**src/rtl/mmc1_pkg.sv**
```systemverilog
// mmc1_pkg: shared codes and reset constants for the MMC1 cartridge mapper.
package mmc1_pkg;

  // Register selected by CPU A14:A13 on the fifth serial write
  typedef enum logic [1:0] {
    REG_CTRL = 2'd0,
    REG_CHR0 = 2'd1,
    REG_CHR1 = 2'd2,
    REG_PRG  = 2'd3
  } reg_sel_e;

  // Mirroring select, control[1:0]
  typedef enum logic [1:0] {
    MIRROR_ONE_LO = 2'd0,
    MIRROR_ONE_HI = 2'd1,
    MIRROR_VERT   = 2'd2,
    MIRROR_HORZ   = 2'd3
  } mirror_e;

  // PRG banking mode, control[3:2]
  typedef enum logic [1:0] {
    PRG_MODE_32K_A = 2'd0,
    PRG_MODE_32K_B = 2'd1,
    PRG_MODE_FIX_LO = 2'd2,
    PRG_MODE_FIX_HI = 2'd3
  } prg_mode_e;

  // Shift register is empty when only the marker bit remains in bit 4
  localparam logic [4:0] SHIFT_INIT = 5'b10000;
  // Power-up control: PRG mode 3 (last bank fixed at $C000), 8 KB CHR, one-screen low
  localparam logic [4:0] CTRL_INIT  = 5'b01100;

endpackage

```
**src/rtl/mmc1_regs.sv**
```systemverilog
// mmc1_regs: CPU write edge detect, 5-bit serial shift register and the four
// mapper registers (control, chr0, chr1, prg).
module mmc1_regs
  import mmc1_pkg::*;
(
  input  logic       i_clk,
  input  logic       i_rst,
  input  logic       i_wr,
  input  logic       i_d7,
  input  logic       i_d0,
  input  logic [1:0] i_sel,
  output logic [4:0] o_control,
  output logic [4:0] o_chr0,
  output logic [4:0] o_chr1,
  output logic [3:0] o_prg
);

  logic       r_wr_q;
  logic [4:0] r_shift;
  logic [4:0] r_control;
  logic [4:0] r_chr0;
  logic [4:0] r_chr1;
  logic [3:0] r_prg;

  logic       w_wr_edge;
  logic [4:0] w_shift_val;
  logic [4:0] w_shift_next;
  logic [4:0] w_control_next;
  logic [4:0] w_chr0_next;
  logic [4:0] w_chr1_next;
  logic [3:0] w_prg_next;

  // One event per write assertion, however long the CPU holds it
  assign w_wr_edge   = i_wr & ~r_wr_q;
  assign w_shift_val = {i_d0, r_shift[4:1]};

  // Next-state: reset-write, shift, or load on the fifth write
  always_comb begin
    w_shift_next   = r_shift;
    w_control_next = r_control;
    w_chr0_next    = r_chr0;
    w_chr1_next    = r_chr1;
    w_prg_next     = r_prg;
    if (w_wr_edge) begin
      if (i_d7) begin
        w_shift_next   = SHIFT_INIT;
        w_control_next = r_control | CTRL_INIT;
      end else if (r_shift[0]) begin
        // Marker reached bit 0: this write completes the 5-bit value
        w_shift_next = SHIFT_INIT;
        unique case (reg_sel_e'(i_sel))
          REG_CTRL: w_control_next = w_shift_val;
          REG_CHR0: w_chr0_next    = w_shift_val;
          REG_CHR1: w_chr1_next    = w_shift_val;
          REG_PRG:  w_prg_next     = w_shift_val[3:0];
        endcase
      end else begin
        w_shift_next = w_shift_val;
      end
    end
  end

  // State registers with asynchronous reset
  always_ff @(posedge i_clk or posedge i_rst) begin
    if (i_rst) begin
      r_wr_q    <= 1'b0;
      r_shift   <= SHIFT_INIT;
      r_control <= CTRL_INIT;
      r_chr0    <= 5'd0;
      r_chr1    <= 5'd0;
      r_prg     <= 4'd0;
    end else begin
      r_wr_q    <= i_wr;
      r_shift   <= w_shift_next;
      r_control <= w_control_next;
      r_chr0    <= w_chr0_next;
      r_chr1    <= w_chr1_next;
      r_prg     <= w_prg_next;
    end
  end

  assign o_control = r_control;
  assign o_chr0    = r_chr0;
  assign o_chr1    = r_chr1;
  assign o_prg     = r_prg;

endmodule

```
**src/rtl/mmc1_cart.sv**
```systemverilog
// mmc1_cart: MMC1 (SxROM) bank-switching cartridge. Serial register writes are
// handled in mmc1_regs; this level does PRG/CHR bank mapping, CIRAM mirroring
// and data gating. Define MMC1_CHR_RAM_EN for CHR-RAM boards (PPU writes enabled).
module mmc1_cart
  import mmc1_pkg::*;
#(
  parameter  int unsigned PRG_BANK_BITS = 3,
  parameter  int unsigned CHR_BANK_BITS = 5,
  localparam int unsigned PRG_AW        = PRG_BANK_BITS + 14,
  localparam int unsigned CHR_AW        = CHR_BANK_BITS + 12
) (
  input  logic              clk_in,
  input  logic              rst_in,
  input  logic              prg_nce_in,
  input  logic [14:0]       prg_a_in,
  input  logic              prg_r_nw_in,
  input  logic [7:0]        prg_d_in,
  output logic [7:0]        prg_d_out,
  output logic [PRG_AW-1:0] prg_rom_a_out,
  input  logic [7:0]        prg_rom_d_in,
  input  logic [13:0]       chr_a_in,
  input  logic              chr_r_nw_in,
  input  logic [7:0]        chr_d_in,
  output logic [7:0]        chr_d_out,
  output logic [CHR_AW-1:0] chr_mem_a_out,
  input  logic [7:0]        chr_mem_d_in,
  output logic [7:0]        chr_mem_d_out,
  output logic              chr_mem_we_out,
  output logic              ciram_nce_out,
  output logic              ciram_a10_out
);

  logic                     w_wr;
  logic [4:0]               w_control;
  logic [4:0]               w_chr0;
  logic [4:0]               w_chr1;
  logic [3:0]               w_prg;
  logic [PRG_BANK_BITS-1:0] w_prg_bank;
  logic [CHR_BANK_BITS-1:0] w_chr_bank;
  logic                     w_unused_d;

  // Only bits 7 and 0 of write data matter to the mapper
  assign w_unused_d = ^prg_d_in[6:1];
  assign w_wr       = ~prg_nce_in & ~prg_r_nw_in;

  mmc1_regs u_regs (
    .i_clk     (clk_in),
    .i_rst     (rst_in),
    .i_wr      (w_wr),
    .i_d7      (prg_d_in[7]),
    .i_d0      (prg_d_in[0]),
    .i_sel     (prg_a_in[14:13]),
    .o_control (w_control),
    .o_chr0    (w_chr0),
    .o_chr1    (w_chr1),
    .o_prg     (w_prg)
  );

  // PRG bank select; size casts drop excess bank bits so large banks wrap
  always_comb begin
    w_prg_bank = '0;
    unique case (prg_mode_e'(w_control[3:2]))
      PRG_MODE_32K_A, PRG_MODE_32K_B:
        w_prg_bank = PRG_BANK_BITS'({w_prg[3:1], prg_a_in[14]});
      PRG_MODE_FIX_LO:
        w_prg_bank = prg_a_in[14] ? PRG_BANK_BITS'(w_prg) : '0;
      PRG_MODE_FIX_HI:
        w_prg_bank = prg_a_in[14] ? '1 : PRG_BANK_BITS'(w_prg);
    endcase
  end

  // CHR bank select: one 8 KB bank from chr0, or two independent 4 KB banks
  always_comb begin
    w_chr_bank = '0;
    if (!w_control[4]) begin
      w_chr_bank = CHR_BANK_BITS'({w_chr0[4:1], chr_a_in[12]});
    end else if (chr_a_in[12]) begin
      w_chr_bank = CHR_BANK_BITS'(w_chr1);
    end else begin
      w_chr_bank = CHR_BANK_BITS'(w_chr0);
    end
  end

  // Nametable mirroring
  always_comb begin
    ciram_a10_out = 1'b0;
    unique case (mirror_e'(w_control[1:0]))
      MIRROR_ONE_LO: ciram_a10_out = 1'b0;
      MIRROR_ONE_HI: ciram_a10_out = 1'b1;
      MIRROR_VERT:   ciram_a10_out = chr_a_in[10];
      MIRROR_HORZ:   ciram_a10_out = chr_a_in[11];
    endcase
  end

  assign prg_rom_a_out = {w_prg_bank, prg_a_in[13:0]};
  assign chr_mem_a_out = {w_chr_bank, chr_a_in[11:0]};

  assign prg_d_out     = prg_nce_in ? 8'h00 : prg_rom_d_in;
  assign chr_d_out     = chr_a_in[13] ? 8'h00 : chr_mem_d_in;
  assign chr_mem_d_out = chr_d_in;
  assign ciram_nce_out = ~chr_a_in[13];

`ifdef MMC1_CHR_RAM_EN
  assign chr_mem_we_out = ~chr_r_nw_in & ~chr_a_in[13];
`else
  logic w_unused_chr_r_nw;
  assign w_unused_chr_r_nw = chr_r_nw_in;
  assign chr_mem_we_out    = 1'b0;
`endif

endmodule
```
**config.mk**
```make
export PLATFORM = sky130hd
export DESIGN_NAME = mmc1_cart
export DESIGN_NICKNAME = d
export VERILOG_FILES = /design/src/rtl/mmc1_pkg.sv /design/src/rtl/mmc1_regs.sv /design/src/rtl/mmc1_cart.sv
export SDC_FILE = /design/constraint.sdc
export NUM_CORES = 1
export LEC_CHECK = 0
export ABC_AREA = 1
export CAP_MARGIN = 25
export CORE_UTILIZATION = 36
export DETAILED_ROUTE_END_ITERATION = 12
export GPL_TIMING_DRIVEN = 0
export HOLD_SLACK_MARGIN = 0.02
export PLACE_DENSITY = 0.86
export SLEW_MARGIN = 10
export SYNTH_ARGS = -nofsm -noshare
export SYNTH_HDL_FRONTEND = slang
export SYNTH_SLANG_ARGS = --single-unit
```
**constraint.sdc**
```tcl
create_clock -name clk_in -period 1.75 [get_ports clk_in]
set_input_delay 0.525 -clock clk_in [delete_from_list [all_inputs] [get_ports clk_in]]
set_output_delay 0.525 -clock clk_in [all_outputs]
set_load 0.005 [all_outputs]
```
* Word level (Yosys, flattened, before mapping) *
Cells that the tools add are included.

operators by class
  eq/ne operators = 9
  multiplexer cells = 13
  bitwise operators = 7
  reductions and logical operators = 11

operators with widths
  kind                                                             count
  5-bit two-way mux                                                4
  8-bit two-way mux                                                2
  4-bit AND reduction                                              4
  2-bit == test, second input constant                             6
  4-bit two-way mux                                                3
  3-bit case mux with 3 select lines                               1
  2-bit by 1-bit == test with 1-bit output, second input constant  3
  2-bit zero test                                                  3
  3-bit two-way mux                                                2
  1-bit NOT                                                        5
  1-bit case mux with 4 select lines                               1
  2-bit nonzero test                                               2
  3-bit AND reduction                                              1
  1-bit AND                                                        2
  2-bit OR reduction                                               1

storage, ports and cells
  flip-flop bits (word level) = 24
  bits of input ports = 66

* Depth between registers and ports, before layout *
Gate-level depths: netlist (run 1).

  word-level depth = 4
  depth in mapped cells = 7
  depth with buffers taken out = 6

* Hierarchy *
From an unflattened synthesis (run 1), not the netlist that was laid out.

second synthesis, totals
  cell total of the unflattened synthesis = 241
  area total of the unflattened synthesis = 1722.9 um2

by module, submodules not included
  module     instances  cells each  area an instance (um2)
  mmc1_regs  1          122         1132.3
  mmc1_cart  1          119         590.6

* Worst setup path before layout (run 1) *
Ideal clock, no wire load.

  path kind = in2out
  start = in chr_a_in[12]
  end = out chr_mem_a_out[13]
  data arrival time = 1.009 ns
  slack = 0.216 ns
  cell stages on the path = 2
  path through = nand2_1 mux2_2

between the ends
  cells in the longest elaborated chain, start to end = 2

RTL lines
  what               line             source
  from (decl)        mmc1_cart.sv:21  input logic [13:0] chr_a_in,
  5-bit two-way mux  mmc1_cart.sv:77  end else if (chr_a_in[12]) begin
  5-bit two-way mux  mmc1_cart.sv:75  if (!w_control[4]) begin
  to (decl)          mmc1_cart.sv:25  output logic [CHR_AW-1:0] chr_mem_a_out,

No other way between the ends.

* Worst setup path after layout (run 1) *
  start = reg u_regs.r_control[4] (netlist: u_regs.o_control[4])
  end = out chr_mem_a_out[15]

between the ends
  cells in the longest elaborated chain, start to end = 1

RTL lines
  what                    line             source
  from (decl)             mmc1_regs.sv:20  logic [4:0] r_control;
  from (signal assigned)  mmc1_regs.sv:75  r_control <= w_control_next;
  5-bit two-way mux       mmc1_cart.sv:75

No other way between the ends.

==> impl_metrics.env, run 1 <==
export IMPL_nNetsFinal=374
export IMPL_slowest_delay_ns=0.45
export IMPL_final_max_slew_viol_count=0
export IMPL_worstHoldPathCells=2
export IMPL_grt_usage=0.168
export IMPL_dp_cells=352
export IMPL_place_area_sq_um=2540
export IMPL_ys_warn_count=0
export IMPL_finalWirelength_um=3970
export IMPL_firstDrtPassIters=4
export IMPL_core_area_sq_um=4350
export IMPL_place_gp_congestion=0.811
export IMPL_timing_final_crit_share=1.05
export IMPL_cts_tree="yes"
export IMPL_drc=0
export IMPL_slew_headroom=0.396
export IMPL_violations="negative setup slack"
export IMPL_numCtsBuffers=3
export IMPL_netlist_area_sq_um=1630
export IMPL_hold_violations=0
export IMPL_fmax_mhz=543
export IMPL_p_leak_uw=0.00153
export IMPL_top_level_ports=127
export IMPL_grt_pass1_vias=1613
export IMPL_clock_latency_ns=0.26
export IMPL_power_density_nw_per_um2=531
export IMPL_outcome="finished with violations"
export IMPL_cap_violations=0
export IMPL_max_vdd_ir_drop_uv=286
export IMPL_rrSetupSlack_ns=0.57
export IMPL_required_ns=1.22
export IMPL_setup_ws_ns=-0.0904
export IMPL_cts_hold_buf=0
export IMPL_critPathCaptureType="output pin"
export IMPL_grt_pass1_wl_um=6650
export IMPL_ant_nets=0
export IMPL_crit_fanout=4
export IMPL_critPathKind="flip-flop to output pin"
export IMPL_synthToLayoutAreaGrowth_pct=56.9
export IMPL_crit_slowest_cell="dfrtp_2"
export IMPL_diodes=0
export IMPL_avgSynthCellArea_sq_um=7.57
export IMPL_cpMostUsedCell="buf_6"
export IMPL_die_h_um=69.2
export IMPL_io_buffers=85
export IMPL_h_tree_depth=1
export IMPL_arrival_ns=1.32
export IMPL_dr_total_vias=1641
export IMPL_clk_pin_slew_ns=0.08
export IMPL_clkSinkCount=24
export IMPL_routedWlPerCell_um=11.1
export IMPL_dieArea_sq_um=4790
export IMPL_crit_path_cell_trace="nand2_4, buf_6, mux2_4, buf_6"
export IMPL_syn_num_nets=281
export IMPL_antenna_found_initial=0
export IMPL_final_fill_count=404
export IMPL_cts_max_path_buffers=2
export IMPL_p_total_uw=1360
export IMPL_worst_slew_pin_slew_ns=0.906
export IMPL_ff2ff_path_depth=4
export IMPL_synth_seq_cells=24
export IMPL_worstSetupStartpointType="flip-flop"
export IMPL_grt_start_max_net_pins=25
export IMPL_fin_crit_ns=1.84
export IMPL_dpl_worst_slack_ns=-0.780
export IMPL_cts_root_buffer="clkbuf_8"
export IMPL_detailedPlacementHpwl_um=3260
export IMPL_synth_seq_area_share=0.371
export IMPL_setup_violations=4
export IMPL_skew_ns=0.00467
export IMPL_synthCells=215
export IMPL_drt_iter0_markers=68
export IMPL_grt_overflow=0
export IMPL_postLayoutCellArea_sq_um=2550
export IMPL_hold_class="input pin to flip-flop"
export IMPL_die_w_um=69.2
export IMPL_stdcell_count=359
export IMPL_synth_cell_types=20
export IMPL_drive_gt1_frac=0.309
export IMPL_row_count=24
export IMPL_vias_per_cell=4.57
export IMPL_initial_core_util=0.374
export IMPL_rsz0062_at_grt="true"
==> timing repair <==
action / CTS / global route
gates resized for setup: 138 / 17
hold endpoints to repair: 0 / 0
setup endpoints to repair: 29 / 19
pin swaps: 14 / 14
gates cloned: 0 / 0
setup buffers: 3 / 0
==> worst paths after layout <==
kind / to / from
worst max-delay path: chr_mem_a_out[15] / u_regs.o_control[4]
worst min-delay path: u_regs.r_wr_q / prg_nce_in
worst max register to register: u_regs.r_shift[4] / u_regs.r_shift[0]
worst min register to register: u_regs.o_chr0[4] / u_regs.o_chr0[4]
max in group asynchronous: u_regs.o_control[4] / rst_in
min in group asynchronous: u_regs.r_wr_q / rst_in
==> stage by stage <==
| stage | setup TNS [ns] | hold slack [ns] | utilization |
|---|---|---|---|
| after floorplan | 0 | 0.444 | - |
| after global placement | -13.79 | 0.459 | 0.584 |
| after detailed placement | -14.57 | 0.467 | 0.584 |
| after CTS | -0.537 | 0.479 | 0.578 |
| after global routing | -0.672 | 0.478 | 0.586 |
| final | -0.262 | 0.485 | 0.586 |
==> synth_stat cells <==
master	n	area share
a21oi_1	2	0.0061
buf_2	1	0.0031
buf_4	35	0.16
buf_6	2	0.014
clkbuf_1	1	0.0023
conb_1	1	0.0023
dfrtp_1	21	0.32
dfstp_2	3	0.048
inv_1	29	0.067
inv_2	1	0.0023
mux2_2	4	0.028
nand2_1	52	0.12
nand3_1	8	0.025
nand3_2	2	0.012
nor2_1	20	0.046
nor2_4	2	0.014
nor2_8	3	0.037
o21ai_0	12	0.037
o21ai_1	14	0.043
o21bai_1	2	0.0092
==> sequential cells by signal, indices dropped and copies added, names as in the netlist <==
name,count
u_regs.o_chr0,5
u_regs.o_chr1,5
u_regs.o_control,5
u_regs.o_prg,3
u_regs.r_shift,5
u_regs.r_wr_q,1
==> report_power, final <==
part,switching (uW),leakage [uW],total [uW],internal [uW]
Sequential,39.2,0.000320,641,602
Combinational,163,0.00119,395,232
Clock,158,0.0000228,320,162
Total,361,0.00153,1360,996
==> worst max-delay path, delay by kind of cell, from the launching register on <==
kind | cells | cell delay [ns]
and+or+nand+nor | 1 | 0.10
muxes | 1 | 0.29
buffers and inverters | 2 | 0.22
DFF | 1 | 0.45
==> logic make-up (layout without fill, tap and decap cells) <==
logic type	count (synthesis)	count (layout)	share of synthesized area
AOI/OAI and AO/OA	30	30	0.0953
buffers and inverters	69	161	0.250
DFF	24	24	0.371
muxes	4	4	0.0277
other	1	1	0.00230
and+or+nand+nor	87	87	0.254
==> cell usage in the layout (no fill, tap or decap), types with 2 or more instances in the layout <==
cell type / count
nor2_8: 3
nor2_4: 3
nand3_2: 2
nand2_1: 50
buf_6: 6
buf_4: 37
dlymetal6s2s_1: 11
clkdlybuf4s50_1: 35
o21bai_1: 2
nand3_1: 8
dlygate4sd2_1: 11
inv_1: 27
inv_2: 3
dfstp_2: 3
buf_2: 25
mux2_4: 4
dfrtp_1: 20
o21ai_1: 17
a21oi_1: 2
o21ai_0: 9
clkbuf_8: 3
nor2_1: 18
==> per-layer routing <==
metal / vias to the layer above / wire [um] / track usage
met5: - / 0 / 0
met4: 0 / 14 / 0.0408
met3: 2 / 312 / 0.0451
met2: 84 / 2200 / 0.329
met1: 747 / 1440 / 0.174
li1: 808 / - / -
==> layout make-up <==
type	count	area [sq um]	share of cell area
Tap cell	52	65.1	0.0255
Inverter	30	113	0.0441
Clock buffer	4	45.0	0.0176
Multi-Input combinational cell	122	652	0.255
Buffer	39	298	0.117
Sequential cell	24	606	0.237
Timing Repair Buffer	88	776	0.304
Note: power is estimated with default switching activity, not from simulation.
==> inputs of run 2 (changes only) <==
Settings changed: CELL_PAD_IN_SITES_DETAIL_PLACEMENT set to 0, CELL_PAD_IN_SITES_GLOBAL_PLACEMENT set to 1, CORE_UTILIZATION 36 to 24, PLACE_DENSITY 0.86 to unset, PLACE_DENSITY_LB_ADDON set to 0.1, SLEW_MARGIN 10 to 15.
==> run 2 against run 1 <==
  * The run ends with design-rule violations, negative setup slack left
  * Clock skew fell by 0.0038 ns
  * Non-clock buffer count rose by 4
  * Routed wire length rose by 1.3%
  * Combinational power rose by 4%
  * Total power rose by 5.4%
  * Die area rose by 48%
  * Clock power rose by 17%
  * Worst hold slack got worse by 0.0026 ns
  * Largest cell class unchanged
==> impl_metrics.env, run 2 (synthesis gave the netlist of run 1 again) <==
export IMPL_diodes=0
export IMPL_die_h_um=84.4
export IMPL_place_gp_congestion=0.681
export IMPL_firstDrtPassIters=10
export IMPL_hold_violations=0
export IMPL_worst_slew_pin_slew_ns=0.528
export IMPL_r2r_end="u_regs.r_shift[4]"
export IMPL_fmax_mhz=545
export IMPL_timing_final_crit_share=1.05
export IMPL_final_max_slew_viol_count=0
export IMPL_clkSinkCount=24
export IMPL_grt_pass1_vias=1499
export IMPL_worstSetupStartpointType="flip-flop"
export IMPL_detailedPlacementHpwl_um=3060
export IMPL_grt_overflow=0
export IMPL_drt_iter0_markers=84
export IMPL_setup_violations=6
export IMPL_final_fill_count=685
export IMPL_whs_endpoint="u_regs.r_wr_q"
export IMPL_cts_max_path_buffers=2
export IMPL_top_level_ports=127
export IMPL_cts_hold_buf=0
export IMPL_cts_root_buffer="clkbuf_8"
export IMPL_stdcell_count=388
export IMPL_vias_per_cell=4.03
export IMPL_drive_gt1_frac=0.322
export IMPL_mostFrequentLayoutCell="nand2_1"
export IMPL_setup_ws_ns=-0.0846
export IMPL_nNetsFinal=378
export IMPL_grt_start_max_net_pins=25
export IMPL_max_vdd_ir_drop_uv=171
export IMPL_ff2ff_path_depth=4
export IMPL_initial_core_util=0.252
export IMPL_crit_fanout=5
export IMPL_h_tree_depth=1
export IMPL_dp_cells=377
export IMPL_arrival_ns=1.31
export IMPL_grt_pass1_wl_um=6490
export IMPL_worstHoldPathCells=2
export IMPL_grt_usage=0.110
export IMPL_rsz0062_at_grt="true"
export IMPL_cap_violations=0
export IMPL_power_density_nw_per_um2=533
export IMPL_clock_latency_ns=0.26
export IMPL_final_cell_mix="nand2_1, buf_4, clkdlybuf4s50_1"
export IMPL_slew_headroom=0.648
export IMPL_rrSetupSlack_ns=0.62
export IMPL_synthToLayoutAreaGrowth_pct=64.8
export IMPL_antenna_found_initial=0
export IMPL_top_usage_layer="met2"
export IMPL_min_from="prg_nce_in"
export IMPL_routedWlPerCell_um=10.4
export IMPL_cts_tree="yes"
export IMPL_required_ns=1.22
export IMPL_io_buffers=85
export IMPL_use_met2=0.186
export IMPL_clk_pin_slew_ns=0.09
export IMPL_outcome="finished with violations"
export IMPL_grtUsageMet1=0.143
export IMPL_die_w_um=84.4
export IMPL_critPathCaptureType="output pin"
export IMPL_numCtsBuffers=3
export IMPL_violations="design-rule violations, negative setup slack"
export IMPL_critPathKind="flip-flop to output pin"
export IMPL_fin_crit_ns=1.83
export IMPL_finalWirelength_um=4020
export IMPL_p_total_uw=1430
export IMPL_skew_ns=0.000880
export IMPL_dieArea_sq_um=7120
export IMPL_worstReg2RegStart="u_regs.r_shift[0]"
export IMPL_hold_class="input pin to flip-flop"
export IMPL_p_leak_uw=0.00161
export IMPL_core_area_sq_um=6460
export IMPL_drc=4
export IMPL_met3_usage=0.0275
export IMPL_dr_total_vias=1565
export IMPL_ant_nets=0
export IMPL_row_count=29
-- run 2: routing by layer --
| metal | vias to the layer above | share of wire |
|---|---|---|
| met5 | - | 0 |
| met4 | 0 | 0 |
| met3 | 0 | 0.072 |
| met2 | 73 | 0.47 |
| met1 | 669 | 0.46 |
| li1 | 823 | - |
-- run 2: how the worst max path moves through the flow --
stage                              from           endpoint  depth (start not counted)
finish              u_regs.o_control[4]  chr_mem_a_out[15]                          4
global route        u_regs.o_control[4]  chr_mem_a_out[15]                          4
CTS                 u_regs.o_control[4]  chr_mem_a_out[15]                          4
detailed placement         prg_a_in[14]  prg_rom_a_out[14]                          6
global placement           prg_a_in[14]  prg_rom_a_out[14]                          6
floorplan                  chr_a_in[12]  chr_mem_a_out[13]                          2
-- run 2: power breakdown --
part / total (uW) / internal (uW) / switching (uW)
combinational: 410 / 245 / 165
clock: 376 / 201 / 175
sequential: 645 / 602 / 42.9
total: 1430 / 1050 / 383
-- run 2: per-stage QoR --
step                worst slack [ns]  TNS [ns]  utilization  hold WS [ns]  cell area (sq um)
finish                       -0.0846    -0.289        0.415         0.482               2680
CTS                           -0.107    -0.550        0.401         0.473               2590
floorplan                      0.216         0            -         0.444               1630
detailed placement            -0.765    -14.97        0.399         0.469               2570
global placement              -0.786    -15.23        0.399         0.461               2570
global route                  -0.133    -0.687        0.415         0.488               2680
-- run 2: what timing repair did --
item,in CTS,in global routing
buffers inserted,5,1
pin swaps,7,19
gates resized for setup,134,23
hold endpoints to repair,0,0
setup endpoints to repair,29,25
-- run 2: worst max-delay path: stages, from the launching register on --
cell,delay (ns)
dfrtp_1,0.42
nand2_4,0.11
buf_6,0.10
mux2_4,0.29
buf_6,0.12
-- run 2: layout make-up --
cell class / count / area (sq um) / area share
sequential: 24 / 604 / 0.225
multi-input combinational: 122 / 664 / 0.248
tap: 77 / 96.3 / 0.0359
clock buffer: 4 / 55.1 / 0.0205
buffer: 39 / 298 / 0.111
inverter: 30 / 113 / 0.0420
timing repair buffer: 92 / 852 / 0.318
==> inputs of run 3 (changes only) <==
Settings changed: PLACE_DENSITY set to 0.83, PLACE_DENSITY_LB_ADDON 0.1 to unset, SETUP_SLACK_MARGIN set to 0.5.
==> run 3 against run 2 <==
  * Register-to-register slack better by 0.03 ns
  * Total power increased by 9.2%
  * Highest routed layer is now met4
  * Clock skew is 0.00069 ns higher
  * The run still ends with design-rule violations, negative setup slack left
  * Sequential share of layout area down 2.9 points
==> impl_metrics.env, run 3 (synthesis gave the netlist of run 1 again) <==
export IMPL_dpl_worst_slack_ns=-0.774
export IMPL_antenna_found_initial=0
export IMPL_worst_slew_pin_slew_ns=0.521
export IMPL_fin_hold_ws_ns=0.481
export IMPL_timing_final_crit_share=1.02
export IMPL_crit_fanout=3
export IMPL_hold_class="flip-flop to flip-flop"
export IMPL_place_area_sq_um=2810
export IMPL_violations="design-rule violations, negative setup slack"
export IMPL_io_buffers=85
export IMPL_row_count=29
export IMPL_skew_ns=0.00157
export IMPL_mostFrequentLayoutCell="buf_6"
export IMPL_dr_total_vias=1652
export IMPL_numCtsBuffers=3
export IMPL_final_cell_mix="buf_6, nand2_1, buf_2"
export IMPL_crit_path_cell_trace="inv_2, nor2_4, nand2_2, nand3_2, o21ai_1, buf_2"
export IMPL_die_w_um=84.4
export IMPL_detailedPlacementHpwl_um=3190
export IMPL_power_density_nw_per_um2=506
export IMPL_finalWirelength_um=4130
export IMPL_drt_iter0_markers=64
export IMPL_diodes=0
export IMPL_h_tree_depth=1
export IMPL_stdcell_count=388
export IMPL_wl_met3_um=438
export IMPL_setup_violations=7
export IMPL_cts_max_path_buffers=2
export IMPL_firstDrtPassIters=9
export IMPL_setup_ws_ns=-0.0275
export IMPL_dr_max_layer_used="met4"
export IMPL_initial_core_util=0.252
export IMPL_grt_start_max_net_pins=25
export IMPL_cts_tree="yes"
export IMPL_slowest_delay_ns=0.54
export IMPL_rsz0062_at_grt="true"
export IMPL_synthToLayoutAreaGrowth_pct=89.9
export IMPL_clk_pin_slew_ns=0.08
export IMPL_cts_root_buffer="clkbuf_8"
export IMPL_fin_crit_ns=1.78
export IMPL_outcome="finished with violations"
export IMPL_final_fill_count=635
export IMPL_nNetsFinal=378
export IMPL_top_level_ports=127
export IMPL_ant_nets=0
export IMPL_place_gp_congestion=0.727
export IMPL_grt_pass1_vias=1686
export IMPL_grt_overflow=0
export IMPL_required_ns=1.22
export IMPL_dp_cells=377
export IMPL_crit_slowest_cell="dfstp_2"
export IMPL_core_area_sq_um=6460
export IMPL_slew_headroom=0.652
export IMPL_grt_usage=0.122
export IMPL_grt_pass1_wl_um=7190
export IMPL_cts_hold_buf=0
export IMPL_routedWlPerCell_um=10.6
export IMPL_wl_met1_um=1490
export IMPL_cap_violations=0
export IMPL_dieArea_sq_um=7120
export IMPL_postLayoutCellArea_sq_um=3090
export IMPL_hold_violations=0
export IMPL_max_vdd_ir_drop_uv=325
export IMPL_fmax_mhz=563
export IMPL_drc=16
export IMPL_clock_latency_ns=0.27
export IMPL_drive_gt1_frac=0.611
export IMPL_worstSetupStartpointType="flip-flop"
export IMPL_dr_wl_met2_um=2150
export IMPL_arrival_ns=1.25
export IMPL_final_setup_tns_ns=-0.152
export IMPL_critPathCaptureType="output pin"
export IMPL_final_max_slew_viol_count=0
export IMPL_critPathKind="flip-flop to output pin"
export IMPL_p_leak_uw=0.00162
export IMPL_die_h_um=84.4
export IMPL_clkSinkCount=24
export IMPL_vias_per_cell=4.26
[run 3: cell count changes in the layout (fill, tap and decap cells not counted), sizes merged]
cell	previous run	this run
buf	71	118
clkdlybuf4s15	2	6
clkinvlp	0	1
dlygate4sd2	6	4
dlymetal6s2s	16	0
clkdlybuf4s50	35	2
inv	30	28
clkinv	0	1
[run 3: final cells by class]
class,count,area (sq um),area share
Timing Repair Buffer,92,901,0.291
Multi-Input combinational cell,122,830,0.268
Sequential cell,24,606,0.196
Buffer,39,474,0.153
Inverter,30,129,0.0417
Tap cell,77,96.3,0.0312
Clock buffer,4,55.1,0.0178
[run 3: layer usage]
| layer | vias up | GRT usage |
|---|---|---|
| li1 | 825 | - |
| met1 | 738 | 0.128 |
| met4 | 0 | 0.0354 |
| met2 | 83 | 0.238 |
| met5 | - | 0 |
| met3 | 6 | 0.0324 |
[run 3: critical path, delay by kind of cell, from the launching register on]
family                 cells  cell delay [ns]
DFF                        1             0.54
AOI/OAI and AO/OA          1             0.05
and+or+nand+nor            3             0.22
buffers and inverters      2             0.16
[run 3: final timing paths]
check,from,to,slack [ns],cells after the start
max in group asynchronous,rst_in,u_regs.o_control[2],0.78,2
min in group asynchronous,rst_in,u_regs.r_wr_q,0.64,2
min reg2reg,u_regs.o_chr0[3],u_regs.o_chr0[3],0.48,2
max reg2reg,u_regs.r_wr_q,u_regs.o_control[0],0.65,5
min,u_regs.o_chr0[3],u_regs.o_chr0[3],0.48,2
max,u_regs.o_control[3],prg_rom_a_out[14],-0.03,6
[run 3: repair_timing]
action                                  in CTS  in global routing
buffers inserted                             6                  0
hold endpoints to repair                     0                  0
gates resized for setup                    416                 12
endpoints found under the setup margin     107                 49
pin swaps                                   10                  5
gates cloned                                 1                  0
[run 3: where the power goes]
part / internal, uW / total [uW] / switching, uW
registers: 602 / 645 / 42.6
clock network: 201 / 380 / 179
logic: 332 / 538 / 206
total: 1130 / 1560 / 428
[run 3: stage by stage]
stage          total power, uW  utilization
3_3_place_gp              1110        0.435
4_1_cts                   1560        0.472
5_1_grt                   1650        0.478
6_report                  1560        0.478
2_1_floorplan              874            -
3_5_place_dp              1120        0.435
==> variant, RTL diff (config.mk and constraints of run 3) <==
Reset style: synchronous (`i_rst`), changed in one clocked block. Comments in the files are not updated.
--- a/src/rtl/mmc1_regs.sv
+++ b/src/rtl/mmc1_regs.sv
@@ -61,7 +61,7 @@
   end
 
   // State registers with asynchronous reset
-  always_ff @(posedge i_clk or posedge i_rst) begin
+  always_ff @(posedge i_clk) begin
     if (i_rst) begin
       r_wr_q    <= 1'b0;
       r_shift   <= SHIFT_INIT;
Formal check against the unedited RTL: differs if rst_in is asserted again (counterexample within 10 cycles, from zero or initial values and one cycle with rst_in high); with rst_in held inactive, the same outputs for 10 cycles.
==> variant against run 3 <==
Sequential cell count did not move; routed wire length rose by 1.2%; highest routed layer unchanged; worst setup slack improved by 0.084 ns; power fell by 11%; final area fell by 2.2%; register-to-register slack got worse by 0.04 ns; critical path depth fell by 2; clock power fell by 1%; synthesized area fell by 6.4%; largest power group unchanged; clock skew barely moved.
==> variant: results (changes against run 3) <==
[run_status]
status = finished clean  ; was finished, violations left

[layout]
fin_nets = 400  ; was 378
drive_above_1_share_pct = 62.8  ; was 61.1%
stdcell_count = 408  ; was 388

[critical_path]
slowest_stage = mux2_4  ; was dfstp_2
slowest_delay_ns = 0.30  ; was 0.54 ns
crit_arrival_ns = 1.17  ; was 1.25 ns
r2r_slack_ns = 0.61  ; was 0.65 ns
crit_path_max_fanout = 5  ; was 3
r2r_end = u_regs.o_chr0[2]  ; was u_regs.o_control[0]
reg2reg_from = u_regs.r_shift[0]  ; was u_regs.r_wr_q

[global_route]
grt_max_degree = 14  ; was 25
grt_pass1_wl_um = 7050  ; was 7190 um
track_usage_pct = 13.4  ; was 12.2%
first_global_vias = 1629  ; was 1,686

[synth]
synth_nets = 297  ; was 281
ys_seq_area_share_pct = 31.5  ; was 37.1%
synth_common_cells = 51 x nor2_1, 48 x nand2_1, 35 x buf_4  ; was 52 x nand2_1, 35 x buf_4, 29 x inv_1
synth_cell_types = 23  ; was 20
synth_compound_area_share_pct = 5.50  ; was 9.53%
async_flop_share_pct = 0  ; was 100%
yosys-top-cells-area = dfxtp_1 32%, buf_4 17%, nor2_1 13%, nand2_1 12%, inv_1 7.1%  ; was dfrtp_1 32%, buf_4 16%, nand2_1 12%, inv_1 6.7%, dfstp_2 4.8%
syn_avg_cell_area_sq_um = 6.60  ; was 7.57 sq um
muxShareOfSynthArea_pct = 2.96  ; was 2.77%
synthFlopType = dfxtp_1  ; was dfrtp_1

[route]
viasPerCell = 4.20  ; was 4.26
drt_wl_total_um = 4180  ; was 4130 um
drtIter0Drc = 39  ; was 64
firstDrtPassIters = 4  ; was 9

[power_and_ir_drop]
peakVddDrop_uv = 357  ; was 325 uV
leakagePower_nw = 1.42  ; was 1.62 nW

[sta]
fin_skew_ns = 0.00188  ; was 0.00157 ns
fin_setup_tns_ns = 0  ; was -0.152 ns

[worst_hold_path]
hold_path.class = input pin to register  ; was register to register

[placed_design]
place_inst = 391  ; was 377

variant: cell types whose count changed after synthesis, sizes merged, moves of 2 or more:
cell   change
nor2      +32
dfxtp     +24
o21ai     -24
dfrtp     -21
a21oi      +4
nand2      -4
dfstp      -3
buf        -2
nand4      +2
o22ai      +2
variant: how the worst max path moves through the flow:
| stage | start | to | slack, ns | cells after the start |
|---|---|---|---|---|
| after global routing | u_regs.o_control[4] | chr_mem_a_out[16] | 0.02 | 3 |
| after global placement | prg_a_in[14] | prg_rom_a_out[16] | -0.87 | 6 |
| after detailed placement | prg_a_in[14] | prg_rom_a_out[16] | -0.89 | 6 |
| final | chr_a_in[12] | chr_mem_a_out[13] | 0.06 | 4 |
| after CTS | u_regs.o_control[4] | chr_mem_a_out[13] | 0.06 | 3 |
| after floorplan | chr_a_in[12] | chr_mem_a_out[13] | 0.34 | 2 |
variant: through the flow:
stage / utilization [%] / worst slack (ns) / power, mW
after floorplan: - / 0.338 / 0.761
after global routing: 50.2 / 0.0228 / 1.48
after detailed placement: 44.9 / -0.888 / 0.978
final: 50.2 / 0.0568 / 1.39
after global placement: 44.9 / -0.871 / 0.973
after CTS: 49.3 / 0.0601 / 1.40
variant: cells by family (layout without fill, tap and decap cells):
family                 Yosys count  after routing
muxes                            4              4
AOI/OAI and AO/OA               14             14
and+or+nand+nor                118            120
buffers and inverters           70            170
other                            1              1
DFF                             24             24
variant: worst max-delay path: cells and delay by family:
family	cells	cell delay, ns
simple gates	1	0.09
buf+inv	2	0.25
mux	1	0.30
variant: area by class of cell:
type	count	area, sq um
Fill cell	611	3000
Clock buffer	4	55.1
Multi-Input combinational cell	139	912
Sequential cell	24	492
Tap cell	75	93.8
Timing Repair inverter	1	5.00
Buffer	38	448
Timing Repair Buffer	95	872
Inverter	32	145
variant: power breakdown:
part	switching (mW)	internal (mW)	leakage, nW
sequential	0.00446	0.549	0.195
clock	0.174	0.201	0.0288
combinational	0.178	0.288	1.20
variant: routing by layer:
| metal | routed length [um] | share of wire (%) | track usage [%] | up-vias |
|---|---|---|---|---|
| met3 | 355 | 8.5 | 3.67 | 2 |
| met1 | 1670 | 40 | 15.8 | 766 |
| met4 | 11 | 0.26 | 1.58 | 0 |
| met5 | 0 | 0 | 0 | - |
| met2 | 2140 | 51 | 24.7 | 76 |
| li1 | - | - | - | 869 |
variant: what timing repair did:
action	4_1_cts	5_1_grt
cloned	3	1
setup buffers	8	1
pin swaps	12	16
gates resized for setup	434	23
endpoints found under the setup margin	83	50
